<file path="config.mk">
export PLATFORM = sky130hd
export DESIGN_NAME = div_unit_flat
export DESIGN_NICKNAME = d
export VERILOG_FILES = /design/src/rtl/div_pkg.sv /design/src/rtl/div_if.sv /design/src/rtl/div_step.sv /design/src/rtl/div_unit.sv /design/src/flat_wrapper.sv
export SDC_FILE = /design/constraint.sdc
export NUM_CORES = 1
export LEC_CHECK = 0
export ABC_AREA = 1
export BUFFER_PORTS_ARGS = -buffer_cell sky130_fd_sc_hd__buf_2
export CAP_MARGIN = 5
export CORE_UTILIZATION = 57
export DETAILED_ROUTE_END_ITERATION = 8
export GPL_ROUTABILITY_DRIVEN = 0
export PLACE_DENSITY = 0.78
export SLEW_MARGIN = 20
export SYNTH_ARGS = -nofsm -noshare
export SYNTH_HDL_FRONTEND = slang
export SYNTH_SLANG_ARGS = --single-unit
</file>
<file path="constraint.sdc">
create_clock -name clk -period 5.5 [get_ports clk]
set_clock_uncertainty 0.05 [all_clocks]
set_input_delay 1.1 -clock clk [delete_from_list [all_inputs] [get_ports clk]]
set_output_delay 1.1 -clock clk [all_outputs]
set_load 0.02 [all_outputs]
</file>
<file path="src/rtl/div_pkg.sv">
// rtl/div_pkg.sv - shared state encoding and default width for the divider
package div_pkg;

    localparam int DIV_WIDTH = 32;

    typedef enum logic [1:0] {
        IDLE = 2'd0,
        CALC = 2'd1,
        FIX  = 2'd2,
        DONE = 2'd3
    } div_state_t;

endpackage

</file>
<file path="src/rtl/div_if.sv">
// rtl/div_if.sv - request/result bundle between a requester and div_unit
import div_pkg::*;

interface div_if #(parameter int WIDTH = DIV_WIDTH) ();

    logic             start;
    logic [WIDTH-1:0] dividend;
    logic [WIDTH-1:0] divisor;
    logic [WIDTH-1:0] lo;
    logic [WIDTH-1:0] hi;
    logic             busy;
    logic             done;
    logic             div_zero;

    modport master (
        output start, dividend, divisor,
        input  lo, hi, busy, done, div_zero
    );

    modport slave (
        input  start, dividend, divisor,
        output lo, hi, busy, done, div_zero
    );

endinterface

</file>
<file path="src/rtl/div_step.sv">
// rtl/div_step.sv - one combinational restoring-division step
module div_step #(
    parameter int WIDTH = 32
) (
    input  logic [WIDTH-1:0] i_rem,
    input  logic [WIDTH-1:0] i_dvs,
    input  logic             i_bit,
    output logic [WIDTH-1:0] o_rem,
    output logic             o_q
);

    logic [WIDTH:0] w_shift;
    logic [WIDTH:0] w_diff;

    // Shift in the next dividend bit; a borrow out of the trial subtraction
    // (top bit set) means the divisor did not fit and the remainder is restored.
    // The partial remainder stays below the divisor, so WIDTH+1 bits suffice.
    always_comb begin
        w_shift = {i_rem, i_bit};
        w_diff  = w_shift - {1'b0, i_dvs};
        o_q     = ~w_diff[WIDTH];
        o_rem   = o_q ? w_diff[WIDTH-1:0] : w_shift[WIDTH-1:0];
    end

endmodule

</file>
<file path="src/rtl/div_unit.sv">
// rtl/div_unit.sv - iterative restoring divider, WIDTH+2 cycle latency; DIV_SIGNED_EN selects two's-complement operands
import div_pkg::*;

module div_unit #(
    parameter int WIDTH = DIV_WIDTH
) (
    input  logic  clk,
    input  logic  reset,
    div_if.slave  bus
);

    localparam logic [WIDTH-1:0] LAST_STEP = WIDTH'(WIDTH - 1);

    div_state_t       r_state;
    logic [WIDTH-1:0] r_count;
    logic [WIDTH-1:0] r_rem;
    logic [WIDTH-1:0] r_quo;
    logic [WIDTH-1:0] r_dvs;
    logic             r_neg_q;
    logic             r_neg_r;
    logic [WIDTH-1:0] r_lo;
    logic [WIDTH-1:0] r_hi;
    logic             r_busy;
    logic             r_done;
    logic             r_div_zero;

    logic             w_dvd_neg;
    logic             w_dvs_neg;
    logic [WIDTH-1:0] w_dvd_mag;
    logic [WIDTH-1:0] w_dvs_mag;
    logic [WIDTH-1:0] w_step_rem;
    logic             w_step_q;

`ifdef DIV_SIGNED_EN
    assign w_dvd_neg = bus.dividend[WIDTH-1];
    assign w_dvs_neg = bus.divisor[WIDTH-1];
`else
    assign w_dvd_neg = 1'b0;
    assign w_dvs_neg = 1'b0;
`endif

    // Most-negative value maps to itself, which read as unsigned is its true magnitude.
    assign w_dvd_mag = w_dvd_neg ? -bus.dividend : bus.dividend;
    assign w_dvs_mag = w_dvs_neg ? -bus.divisor  : bus.divisor;

    // r_quo starts as the dividend magnitude and is shifted out MSB first
    // while quotient bits are shifted in at the bottom.
    div_step #(.WIDTH(WIDTH)) u_step (
        .i_rem (r_rem),
        .i_dvs (r_dvs),
        .i_bit (r_quo[WIDTH-1]),
        .o_rem (w_step_rem),
        .o_q   (w_step_q)
    );

    // Control FSM and datapath registers; all outputs are registered.
    always_ff @(posedge clk) begin
        if (reset) begin
            r_state    <= IDLE;
            r_count    <= '0;
            r_rem      <= '0;
            r_quo      <= '0;
            r_dvs      <= '0;
            r_neg_q    <= 1'b0;
            r_neg_r    <= 1'b0;
            r_lo       <= '0;
            r_hi       <= '0;
            r_busy     <= 1'b0;
            r_done     <= 1'b0;
            r_div_zero <= 1'b0;
        end else begin
            case (r_state)
                IDLE: begin
                    r_done <= 1'b0;
                    if (bus.start) begin
                        r_busy     <= 1'b1;
                        r_div_zero <= 1'b0;
                        if (bus.divisor == '0) begin
                            // hi/lo keep their previous result
                            r_state    <= DONE;
                            r_done     <= 1'b1;
                            r_div_zero <= 1'b1;
                        end else begin
                            r_state <= CALC;
                            r_count <= '0;
                            r_rem   <= '0;
                            r_quo   <= w_dvd_mag;
                            r_dvs   <= w_dvs_mag;
                            r_neg_q <= w_dvd_neg ^ w_dvs_neg;
                            r_neg_r <= w_dvd_neg;
                        end
                    end
                end
                CALC: begin
                    r_rem <= w_step_rem;
                    r_quo <= {r_quo[WIDTH-2:0], w_step_q};
                    if (r_count == LAST_STEP) begin
                        r_state <= FIX;
                    end else begin
                        r_count <= r_count + 1'b1;
                    end
                end
                FIX: begin
                    // sign flags are always clear in the unsigned build
                    r_lo    <= r_neg_q ? -r_quo : r_quo;
                    r_hi    <= r_neg_r ? -r_rem : r_rem;
                    r_done  <= 1'b1;
                    r_state <= DONE;
                end
                DONE: begin
                    r_done  <= 1'b0;
                    r_busy  <= 1'b0;
                    r_state <= IDLE;
                end
                default: begin
                    r_state <= IDLE;
                end
            endcase
        end
    end

    assign bus.lo       = r_lo;
    assign bus.hi       = r_hi;
    assign bus.busy     = r_busy;
    assign bus.done     = r_done;
    assign bus.div_zero = r_div_zero;

endmodule

</file>
<file path="src/flat_wrapper.sv">
// flat-port wrapper written by rule: the top's interface ports become plain ports
module div_unit_flat 
#(
    parameter int WIDTH = DIV_WIDTH
)
  (clk, reset, bus_start, bus_dividend, bus_divisor, bus_lo, bus_hi, bus_busy, bus_done, bus_div_zero);
  div_if #(.WIDTH(WIDTH)) bus_i ();
  input  logic clk;
  input  logic reset;
  input wire logic [$bits(bus_i.start)-1:0] bus_start;
  input wire logic [$bits(bus_i.dividend)-1:0] bus_dividend;
  input wire logic [$bits(bus_i.divisor)-1:0] bus_divisor;
  output wire logic [$bits(bus_i.lo)-1:0] bus_lo;
  output wire logic [$bits(bus_i.hi)-1:0] bus_hi;
  output wire logic [$bits(bus_i.busy)-1:0] bus_busy;
  output wire logic [$bits(bus_i.done)-1:0] bus_done;
  output wire logic [$bits(bus_i.div_zero)-1:0] bus_div_zero;
  assign bus_i.start = bus_start;
  assign bus_i.dividend = bus_dividend;
  assign bus_i.divisor = bus_divisor;
  assign bus_lo = bus_i.lo;
  assign bus_hi = bus_i.hi;
  assign bus_busy = bus_i.busy;
  assign bus_done = bus_i.done;
  assign bus_div_zero = bus_i.div_zero;
  div_unit #(.WIDTH(WIDTH)) u_core (.clk(clk), .reset(reset), .bus(bus_i));
endmodule
</file>
Word level (Yosys, flattened, before mapping)
Index checks and enable logic that the tools add are counted.
Storage, ports and cells
  flip-flop bits (word level): 197
  latch bits: 0
  bits in writable memories: 0
  memory bits (read-only): 0
  bits of input ports: 67
  logic and storage cells: 51
  memories kept: 0
Operators by class
  $add $sub $neg: 2
  $mul: 0
  divide/modulo/power cells: 0
  order comparisons: 0
  equality and inequality tests: 8
  shifts and indexed selects: 0
  multiplexer cells: 18
  bitwise operators: 2
  reductions and logical operators: 11
Operators by type and width (number)
  $mux W32: 6
  $pmux W32 S2: 3
  $sub A33 B32 Y33: 1
  $add A32 B1 Y32 const B: 1
  $eq A32 B5 Y1 const B: 1
  $logic_not A32 Y1: 1
  $pmux W2 S4: 1
  $mux W2: 3
  $ne A2 B2 Y1 const B: 3
  $reduce_and A2 Y1: 3
  $reduce_and A3 Y1: 2
  $eq A2 B2 Y1 const B: 2
  $reduce_and A4 Y1: 1
  $reduce_bool A2 Y1: 2
  $mux W1: 3
  $pmux W1 S3: 1
  $reduce_bool A3 Y1: 1
  $eq A2 B1 Y1 const B: 1
  $logic_not A2 Y1: 1
  $ne A2 B1 Y1 const B: 1
  $not A1 Y1: 2
  $pmux W1 S2: 1

Longest topological paths before layout
  depth in word-level cells: 4
  depth in mapped cells: 19

Hierarchy
A second synthesis with hierarchy kept.
Unflattened totals
  cell total of the unflattened synthesis: 2028
  area, all modules: 12081.6 µm²
By module, submodules not included
  div_unit: times used 1, cells an instance 1348, area each 8931.1 µm², sequential area each 3943.8 µm²
  div_step: times used 1, cells an instance 680, area each 3150.5 µm², sequential area each 0.0 µm²

Worst setup path after synthesis
No wires, ideal clock.
  path type: in2reg
  start point: input bus_divisor[13]
  end point: register u_core.r_count[11]
  setup time: 134 ps
  arrival: 2277 ps
  path slack: 3039 ps
  stages on the path: 13
  path through: nor2_1 > nand2_1 > nor2_1 > nand2_1 > nor2_1 > inv_2 > nand3_2 > nand2_1 > nand2_2 > inv_2 > buf_2 > a21oi_1 > nor3_1
On the way
  longest elaborated chain between the ends: 3
Ends and longest elaborated chain
  from (decl): RTL line flat_wrapper.sv:12  | input wire logic [$bits(bus_i.divisor)-1:0] bus_divisor;
  $logic_not A32 Y1: RTL line div_unit.sv:78  | if (bus.divisor == '0) begin
  $ne A2 B2 Y1 (no source line)
  $reduce_and A4 Y1 (no source line)
  to (signal assigned): RTL line div_unit.sv:100  | r_count <= r_count + 1'b1;
  to (decl): RTL line div_unit.sv:15  | logic [WIDTH-1:0] r_count;
No other way between the ends.
A chain may end at the register's enable or synchronous reset.

Worst setup path after layout
  start point: register u_core.r_state[1]
  end point: register u_core.r_count[9]
On the way
  longest elaborated chain between the ends: 3
Ends and longest elaborated chain
  from (decl): RTL line div_unit.sv:14  | div_state_t r_state;
  from (signal assigned): RTL line div_unit.sv:59  | r_state <= IDLE;
  from (signal assigned): RTL line div_unit.sv:80  | r_state <= DONE;
  from (signal assigned): RTL line div_unit.sv:84  | r_state <= CALC;
  $eq A2 B1 Y1 or $logic_not A2 Y1 (tied branches): RTL line div_unit.sv:72  | case (r_state)
  $ne A2 B2 Y1 (no source line) or $reduce_bool A2 Y1 (tied branches)
  $reduce_and A4 Y1 (no source line)
Several ways; a longest one is shown, not always the timed one.

==> qor.csv <==
stage,metric,value,unit
status,run status,completed,
sta,Worst Hold Margin,0.413,ns
worst_setup_path,slowest CP cell,inv_2,
sta,post-route clock period utilization,0.641,
finish,Area Growth Syn to Fin,11.7,%
power_and_ir_drop,Gate power share,0.417,
drt,"antenna viol nets, final",0,
sta,Fmax,284,MHz
hold_path,hold path depth,2,
power_and_ir_drop,Clk pwr share,0.234,
synthesis,yosys warns,0,
floorplan,Die X,146,um
synthesis,Yosys reg bits,197,
worst_setup_path,maximum fanout along the worst path,69,
worst_setup_path,worst-path cell chain,inv_1 > ha_1 > inv_1 > nand2_1 > buf_4 > nand2_2 > buf_4 > nand2_2 > inv_2 > nand4_1 > a21oi_1,
drt,drt total wl,31000,um
clocking,Sink Count,197,
clocking,post-CTS sizing,0,
synthesis,sequential fraction of the synthesis area,0.334,
synthesis,synth top area cells,"dfxtp_1, nand2_1, inv_1",
clocking,Worst-Skew Late Latency,0.45,ns
job,maxcap violations,0,
finish,ANT cells,0,
power_and_ir_drop,internal power,3.14,mW
synthesis,post-synthesis net count,1900,
worst_setup_path,FF-to-FF setup slack,1.98,ns
drt,Residual DRC,0,
sta,Worst Max-Slew Pin Slew,0.941,ns
power_and_ir_drop,Sw Share,0.457,
clocking,CTS Hold Bufs,0,
finish,storage element area,0.00394,sq mm
worst_setup_path,r2r endpoint,u_core.r_count[9]$_SDFFE_PP0P_,
placement,hpwl dp,22100,um
power_and_ir_drop,Reg power frac,0.349,
power_and_ir_drop,Net Sw Power,2.64,mW
clocking,number of buffers created by CTS,17,
drt,Vias,11600,
power_and_ir_drop,Pwr Density,438,mW/mm^2
finish,Finished Cell Area,0.0132,sq mm
hold_path,HP Start,u_core.r_dvs[9]$_SDFFE_PP0P_,
sta,final hold vios,0,
placement,DP Area,0.0125,sq mm
drt,vias per cell,5.39,
drt,First DRT Iteration DRCs,1034,
synthesis,Netlist Area Pre-Place,0.0118,sq mm
grt,largest net degree at the start of global routing,96,
floorplan,Std-Cell Rows,52,
drt,wire per inst,14.3,um
synthesis,cell taking the most area after synthesis,dfxtp_1,
finish,"commonest non-fill, non-tap cells in the layout","nand2_1, inv_1, nor2_1",
clocking,Longest Clk Path Bufs,2,
placement,Buffers on Ports,133,
worst_setup_path,Worst setup SP type,flip-flop,
grt,Tot GR Track Use,0.300,
sta,unrepaired setup endpoints after global routing,no,
clocking,htree depth,4,
power_and_ir_drop,LEAKAGE,6.40,nW
worst_setup_path,R2R depth,11,
sta,Rel. slew slack,0.372,
power_and_ir_drop,worst vdd ir,0.000350,V
sta,final setup TNS,0,ns
sta,final slew viol count,0,
synthesis,syn avg cell area,6.59,sq um
clocking,clk slew on worst S/H paths,0.09,ns
grt,first-pass GRT wire length,52300,um
finish,NumNets Final,1983,
clocking,CTS tree,done,
grt,GRT overflow,0,
synthesis,Syn Inst Count,1794,
grt,number of global-route vias before repair,10900,
synthesis,Synth top area share,0.334,
floorplan,total die area,0.0213,sq mm
grt,initial antenna violation count,0,
worst_setup_path,Critical Path RT,5.82,ns
floorplan,Starting Density,0.582,
hold_path,Min-Delay Endpoint,u_core.r_dvs[9]$_SDFFE_PP0P_,
sta,final critical-path required period,3.52,ns
finish,most common library cell in the layout ignoring fill and taps,nand2_1,
floorplan,die span in y,146,um
floorplan,Boundary Pins,134,
clocking,Root Buffer Master,clkbuf_16,
worst_setup_path,Setup CP Type,flip-flop to flip-flop,
worst_setup_path,critical path endpoint category,flip-flop,
worst_setup_path,WP data arrival,3.84,ns
sta,final setup vio count,0,
hold_path,hold crit path type,flip-flop to flip-flop,
synthesis,"Distinct cells, synth",42,
worst_setup_path,CP peak stage delay,0.60,ns
finish,layout cells sized above 1,0.158,
finish,area taken by multi-input logic gates,0.00662,sq mm
floorplan,core area,0.0203,sq mm
clocking,postcts setup bufs,0,
worst_setup_path,worst r2r src,u_core.r_state[1]$_SDFFE_PP0P_,
drt,DRT Pass-1 Iters,6,
finish,Layout fillers,1856,
worst max-delay path: cells and delay by family (launching register included):
kind / cells / cell delay (ns)
DFF: 1 / 0.43
adders and majority gates: 1 / 0.31
buffers and inverters: 5 / 1.63
AOI/OAI and AO/OA: 1 / 0.15
and+or+nand+nor: 4 / 0.86
registers in the layout, indices dropped and copies added (netlist names):
| register | flops |
|---|---|
| u_core.bus.hi | 32 |
| u_core.bus.lo | 32 |
| u_core.r_count | 32 |
| u_core.r_dvs | 32 |
| u_core.r_quo | 32 |
| u_core.r_rem | 32 |
| u_core.r_state | 2 |
| u_core.bus.busy | 1 |
| u_core.bus.div_zero | 1 |
| u_core.bus.done | 1 |
per-stage QoR:
step | std cells | total power, mW | util | setup WS (ns)
final | 2160 | 5.78 | 0.650 | 1.98
after detailed placement | 2127 | 4.40 | 0.617 | 1.55
after global placement | 2127 | 4.35 | 0.617 | 1.66
after global routing | 2160 | 6.15 | 0.650 | 1.57
after CTS | 2159 | 5.75 | 0.649 | 1.99
after floorplan | 1794 | 3.77 | - | 3.04
kinds of logic after synthesis:
kind of cell | synth area share
fa+ha+maj | 0.0419
buf+inv | 0.108
flops | 0.334
xor+xnor | 0.0259
simple gates | 0.340
compound gates | 0.150
cell type report:
type                       count  share of cell area
sequential                   197               0.299
clock inverter                15              0.0163
timing repair buffer         142              0.0571
tap                          270              0.0256
multi-input combinational   1278               0.501
clock buffer                  17              0.0322
inverter                     241              0.0686
Yosys cell counts:
cell type and instances:
a211oi_1 2, a21o_1 2, a21oi_1 115, a21oi_2 26, a21oi_4 3, a31oi_1 31, and2_1 6, and3_1 3
buf_1 5, buf_12 2, buf_2 12, buf_4 4, buf_6 1, buf_8 1, clkbuf_1 53, clkinv_1 2
dfxtp_1 197, fa_1 1, ha_1 38, inv_1 229, inv_2 10, nand2_1 472, nand2_2 19, nand2_4 26
nand2_8 1, nand3_1 70, nand3_2 23, nand3_4 1, nand4_1 24, nor2_1 202, nor2_2 5, nor2_4 3
nor3_1 25, nor3_2 1, nor4_1 5, nor4_2 1, o211ai_2 1, o21ai_0 134, o21bai_1 2, or2_1 1
xnor2_1 11, xor2_1 24
metal layers:
layer / global-route usage / vias to the layer above / part of all wire
li1: - / 5866 / -
met1: 0.399 / 5310 / 0.45
met2: 0.495 / 405 / 0.46
met3: 0.0389 / 59 / 0.062
met4: 0.115 / 0 / 0.028
met5: 0 / - / 0
worst max path at each step:
stage | depth (start not counted) | slack [ns] | start | endpoint
finish | 11 | 1.98 | u_core.r_state[1]$_SDFFE_PP0P_ | u_core.r_count[9]$_SDFFE_PP0P_
CTS | 11 | 1.99 | u_core.r_state[1]$_SDFFE_PP0P_ | u_core.r_count[9]$_SDFFE_PP0P_
detailed placement | 14 | 1.55 | bus_divisor[31] | u_core.r_count[2]$_SDFFE_PP0P_
floorplan | 13 | 3.04 | bus_divisor[13] | u_core.r_count[11]$_SDFFE_PP0P_
global placement | 14 | 1.66 | bus_divisor[5] | u_core.r_count[2]$_SDFFE_PP0P_
global route | 11 | 1.57 | u_core.r_state[1]$_SDFFE_PP0P_ | u_core.r_count[9]$_SDFFE_PP0P_
power by group through the flow:
stage                     Clock, mW  Sequential [mW]  Combinational, mW
after CTS                      1.36             2.01               2.38
after global placement            0             2.03               2.32
after floorplan                   0             2.23               1.54
after global routing           1.42             2.06               2.67
final                          1.35             2.02               2.41
after detailed placement          0             2.04               2.36
No activity file was read; power rests on OpenSTA's default activity.
